<file path="src/rtl/integrator_antiwindup.sv">
// Discrete-time integrator with saturated output and back-calculation
// anti-windup. The accumulator is kept wider than the output so it can
// overshoot the limits by a bounded amount; the dead-zone (acc - sat(acc))
// is fed back, scaled by 2^-KAW_SHIFT, to pull it back towards the band.
//
// Handshake: a sample on e is consumed on any rising edge where
// enable & in_valid & ~clear is high; there is no backpressure. out_valid is a
// one-cycle strobe two edges later, marking y/y_dz/sat_* as the result of
// exactly one consumed sample. Outputs are refreshed every cycle regardless.
module integrator_antiwindup #(
  parameter int N_BIT       = 32,
  parameter int GUARD       = 4,
  parameter int UPPER_LIMIT = 100,
  parameter int LOWER_LIMIT = -100,
  parameter int KAW_SHIFT   = 0,
  parameter int INIT_VALUE  = 0
) (
  input  logic                    clock,
  input  logic                    reset_n,
  input  logic                    enable,
  input  logic                    clear,
  input  logic                    in_valid,
  input  logic signed [N_BIT-1:0] e,
  output logic                    out_valid,
  output logic signed [N_BIT-1:0] y,
  output logic signed [N_BIT-1:0] y_dz,
  output logic                    sat_hi,
  output logic                    sat_lo
);

  localparam int A  = N_BIT + GUARD;
  // Sum width: acc, sample and the (A+1)-bit dead-zone term can never
  // overflow this, so clamping afterwards is exact.
  localparam int SW = A + 3;

  localparam longint N_HI = (longint'(1) <<< (N_BIT - 1)) - 1;
  localparam longint N_LO = -(longint'(1) <<< (N_BIT - 1));
  localparam longint A_HI = (longint'(1) <<< (A - 1)) - 1;
  localparam longint A_LO = -(longint'(1) <<< (A - 1));

  // Elaboration-time parameter sanity checks.
  if (GUARD < 1) begin : g_bad_guard
    $error("integrator_antiwindup: GUARD must be at least 1");
  end
  if (longint'(UPPER_LIMIT) > N_HI || longint'(LOWER_LIMIT) < N_LO) begin : g_bad_range
    $error("integrator_antiwindup: limits not representable in N_BIT");
  end
  if (LOWER_LIMIT >= UPPER_LIMIT) begin : g_bad_order
    $error("integrator_antiwindup: LOWER_LIMIT must be below UPPER_LIMIT");
  end
  if (KAW_SHIFT < 0 || KAW_SHIFT > A - 1) begin : g_bad_kaw
    $error("integrator_antiwindup: KAW_SHIFT out of range 0..A-1");
  end
  if (longint'(INIT_VALUE) > A_HI || longint'(INIT_VALUE) < A_LO) begin : g_bad_init
    $error("integrator_antiwindup: INIT_VALUE not representable in accumulator");
  end

  localparam logic signed [A-1:0]  UP_A    = A'(UPPER_LIMIT);
  localparam logic signed [A-1:0]  LO_A    = A'(LOWER_LIMIT);
  localparam logic signed [A-1:0]  INIT_A  = A'(INIT_VALUE);
  localparam logic signed [A-1:0]  ACC_MAX = {1'b0, {(A-1){1'b1}}};
  localparam logic signed [A-1:0]  ACC_MIN = {1'b1, {(A-1){1'b0}}};
  localparam logic signed [SW-1:0] SUM_MAX = SW'(ACC_MAX);
  localparam logic signed [SW-1:0] SUM_MIN = SW'(ACC_MIN);
  localparam logic signed [N_BIT-1:0] Y_MAX = {1'b0, {(N_BIT-1){1'b1}}};
  localparam logic signed [N_BIT-1:0] Y_MIN = {1'b1, {(N_BIT-1){1'b0}}};
  localparam logic signed [A:0]    DZ_MAX  = (A+1)'(Y_MAX);
  localparam logic signed [A:0]    DZ_MIN  = (A+1)'(Y_MIN);

  logic signed [A-1:0]     r_acc;
  logic                    r_acc_vld;

  logic                    w_accept;
  logic                    w_gt;
  logic                    w_lt;
  logic signed [A-1:0]     w_sat;
  logic signed [A:0]       w_dz;
  logic signed [A:0]       w_dz_sh;
  logic signed [SW-1:0]    w_sum;
  logic signed [A-1:0]     w_acc_next;
  logic signed [N_BIT-1:0] w_dz_n;

  assign w_accept = enable & in_valid & ~clear;

  // Saturation of the current accumulator and its dead-zone remainder.
  always_comb begin
    w_gt  = (r_acc > UP_A);
    w_lt  = (r_acc < LO_A);
    w_sat = r_acc;
    if (w_gt) begin
      w_sat = UP_A;
    end else if (w_lt) begin
      w_sat = LO_A;
    end
    // One extra bit keeps acc - sat exact even for negative upper limits.
    w_dz    = (A+1)'(r_acc) - (A+1)'(w_sat);
    w_dz_sh = w_dz >>> KAW_SHIFT;
  end

  // Next accumulator value: integrate, subtract feedback, clamp (never wrap).
  always_comb begin
    w_sum      = SW'(r_acc) + SW'(e) - SW'(w_dz_sh);
    w_acc_next = w_sum[A-1:0];
    if (w_sum > SUM_MAX) begin
      w_acc_next = ACC_MAX;
    end else if (w_sum < SUM_MIN) begin
      w_acc_next = ACC_MIN;
    end
  end

  // Dead-zone clamped into the output word.
  always_comb begin
    w_dz_n = w_dz[N_BIT-1:0];
    if (w_dz > DZ_MAX) begin
      w_dz_n = Y_MAX;
    end else if (w_dz < DZ_MIN) begin
      w_dz_n = Y_MIN;
    end
  end

  // Accumulator and accept-pipeline register; clear beats a same-cycle sample.
  always_ff @(posedge clock or negedge reset_n) begin
    if (!reset_n) begin
      r_acc     <= INIT_A;
      r_acc_vld <= 1'b0;
    end else begin
      if (clear) begin
        r_acc <= INIT_A;
      end else if (w_accept) begin
        r_acc <= w_acc_next;
      end
      r_acc_vld <= w_accept;
    end
  end

  // Output stage, reloaded from the current accumulator every cycle.
  always_ff @(posedge clock or negedge reset_n) begin
    if (!reset_n) begin
      out_valid <= 1'b0;
      y         <= '0;
      y_dz      <= '0;
      sat_hi    <= 1'b0;
      sat_lo    <= 1'b0;
    end else begin
      out_valid <= r_acc_vld;
      y         <= w_sat[N_BIT-1:0];
      y_dz      <= w_dz_n;
      sat_hi    <= w_gt;
      sat_lo    <= w_lt;
    end
  end

endmodule

</file>
<file path="config.mk">
export PLATFORM = sky130hd
export DESIGN_NAME = integrator_antiwindup
export DESIGN_NICKNAME = d
export VERILOG_FILES = /design/src/rtl/integrator_antiwindup.sv
export SDC_FILE = /design/constraint.sdc
export NUM_CORES = 1
export LEC_CHECK = 0
export ABC_AREA = 1
export CAP_MARGIN = 0
export CORE_UTILIZATION = 44
export DETAILED_ROUTE_END_ITERATION = 10
export PLACE_DENSITY_LB_ADDON = 0.1
export SETUP_SLACK_MARGIN = 0.5
export SYNTH_ARGS = -nofsm -noshare
export SYNTH_HDL_FRONTEND = slang
export SYNTH_SLANG_ARGS = --single-unit
</file>
<file path="constraint.sdc">
create_clock -name clock -period 7.8 [get_ports clock]
set_clock_uncertainty 0.05 [all_clocks]
set_input_delay 1.95 -clock clock [delete_from_list [all_inputs] [get_ports clock]]
set_output_delay 1.95 -clock clock [all_outputs]
set_load 0.01 [all_outputs]
</file>
==> results.ini <==
[status]
outcome = finished with violations
violations = design-rule violations

[yosys]
synthTopCellsByArea = dfrtp_1 (26%), nand2_1 (16%), ha_1 (10%), inv_1 (7.7%), fa_1 (6.4%)
synthAdderAreaFrac_pct = 16.5
synth.area.mux_share_pct = 0
synth_top_area_cell = dfrtp_1
yosysSeqAreaShare_pct = 26.2
ys_ff_latch = 104
synth_compound_gate_area_share_pct = 10.5
synth_xor_area_share_pct = 5.37
synthCells = 1409
syn_area_per_cell_sq_um = 7.06
synth-edff-count = 0
yosys.area_share.simple_pct = 31.7
yosysUniqueCellTypes = 46
synth_area_sq_um = 9950
synth-main-ff-cell = dfrtp_1
synth_top_family_by_area = simple AND/OR/NAND/NOR gates
async_reset_ff_share_pct = 100
yosysTopAreaCellShare_pct = 26.2
syn-num-nets = 1558
synth_warnings = 0

[clock_tree]
clock_sinks = 104
clk_latency_ns = 0.36
cts_buffers = 9
clk_pin_slew_worst_paths_ns = 0.08
cts_setup_buffers = 0
cts_root_buf = clkbuf_16
hold_buffers = 0
cts_buffer_depth = 2
htreeDepth = 3
tritoncts = done

[worst_setup_path]
worstPathMaxFanout = 20
cp-endpoint = r_acc[13]
crit_top_cell = nand2_1
crit_slowest_cell = dfrtp_1
cpPeakStageDelay_ns = 0.48
start_kind = register
r2r_start = r_acc[30]
r2r_end = r_acc[13]
arrival_ns = 7.13
crit_start = r_acc[30]
critical_path_class = register to register
cp-end-kind = register
reg2reg_depth = 36
rrSetupSlack_ns = 0.85
crit_required_ns = 7.98

[layout]
mostFrequentLayoutCell = nand2_1
layout.cells.non_filler = 1800
nets = 1664
final_cell_mix = nand2_1 (426), inv_1 (203), dfrtp_1 (104), clkdlybuf4s50_1 (102), nor2_1 (95)
diodes = 0
syn2layout_area_growth_pct = 17.2
n_fill_cell = 2210
drive_gt1_share_pct = 7.70

[sta]
grt_setup_unrepaired = false
tns_ns = 0
period_share_pct = 89.1
tightest_slew_ns = 0.814
setup_violations = 0
final_hold_viol_count = 0
layout_setup_ws_ns = 0.851
max_freq_mhz = 144
period_needed_ns = 6.95
whs_ns = 0.307
slew_headroom_pct = 45.5
drv_slew = 0

[global_route]
grt_usage_pct = 27.8
grt_pass1_vias = 9255
grt_max_degree = 54
grt-ovfl-total = 0
antenna_found_initial = 0
grt_pass1_wl_um = 49800

[drt]
first_iter_violations = 987
totalWireLength_um = 31800
vias_per_cell = 5.34
drc = 15
vias = 9614
first_pass_iters = 9
wl_per_cell_um = 17.7
ant_nets = 0

[floorplan]
dieHeight_um = 152
pin_count = 104
fp.dieW_um = 152
start_util_pct = 45.2
core_area_sq_um = 22000
rows = 54
dieArea_sq_um = 23200

[place]
post-place-ws_ns = 0.172
gp_congestion = 0.960
portBuffers = 103
dp_cells = 1783
dp_hpwl_um = 26200

[job]
max-cap-violations = 0

[worst_hold_path]
hp-class = register to register

==> logic make-up (layout without fill, tap and decap cells) <==
family	Yosys count	count (layout)
AOI/OAI and AO/OA	186	186
buffers and inverters	235	345
and+or+nand+nor	711	712
xor gates and xnor gates	61	61
DFF	104	104
adders and majority gates	112	112
==> worst min path at each step <==
stage,cells past startpoint,from,end,slack [ns]
floorplan,0,r_acc_vld,out_valid,0.28
global placement,0,r_acc_vld,out_valid,0.28
detailed placement,0,r_acc_vld,out_valid,0.29
CTS,0,r_acc_vld,out_valid,0.31
global route,0,r_acc_vld,out_valid,0.32
finish,0,r_acc_vld,out_valid,0.31
==> per-layer routing <==
layer,track usage [%],routed length [um]
met5,0,0
met4,9.86,866
met3,2.16,1910
met2,42.0,13700
met1,41.5,15300
==> through the flow <==
step	cell area, sq um	util (%)
final	11700	53.0
after global routing	11700	53.0
after floorplan	9950	-
after CTS	11600	52.7
after global placement	11300	51.2
after detailed placement	11300	51.2
==> cells in the mapped netlist (2+ instances only) <==
master	number
nor3_2	2
inv_2	5
buf_2	6
a211oi_1	2
clkbuf_1	7
dfrtp_1	104
nand4_1	14
and3_1	2
nor3_1	14
clkinv_1	3
a21oi_1	82
a31o_2	3
o21ai_1	21
nor2_1	96
xnor2_1	13
inv_1	203
a31oi_1	3
a21boi_0	2
buf_6	8
o21bai_1	16
nand2_1	426
ha_1	80
nor2_2	7
nand3b_1	5
nand2_2	24
a21oi_2	3
nand3_1	76
nor4_1	12
a21o_1	3
nand3_2	28
xor2_1	48
buf_4	2
or2_1	2
o21ai_0	44
fa_1	32
==> final cells by class <==
class	instances	area [sq um]	share of cell area (%)
Tap cell	280	350	3.00
Clock buffer	9	225	1.93
Sequential cell	104	2600	22.3
Clock inverter	7	88.8	0.761
Multi-Input combinational cell	1071	6450	55.3
Inverter	211	792	6.79
Timing Repair Buffer	118	1150	9.89
==> registers in the layout (all words and copies together), names as in the netlist <==
register and count:
out_valid 1, r_acc 36, r_acc_vld 1, sat_hi 1
sat_lo 1, y 32, y_dz 32
==> critical path, delay by kind of cell (launching register included) <==
family / cells / cell delay (ns)
buffers and inverters: 4 / 0.56
flip-flops: 1 / 0.48
AND/OR/NAND/NOR: 24 / 3.50
adder cells (fa/ha/maj): 4 / 1.33
XOR/XNOR: 1 / 0.27
AO/OA/AOI/OAI: 3 / 0.59
==> repair_timing <==
item | in CTS | in global routing
pin swaps | 0 | 1
endpoints found under the setup margin | 36 | 36
cloned | 0 | 1
gates resized for setup | 4 | 8
Power is left out: the tool's default activity adds up to more than one toggle a clock period on the data nets, which glitch-free logic cannot reach.
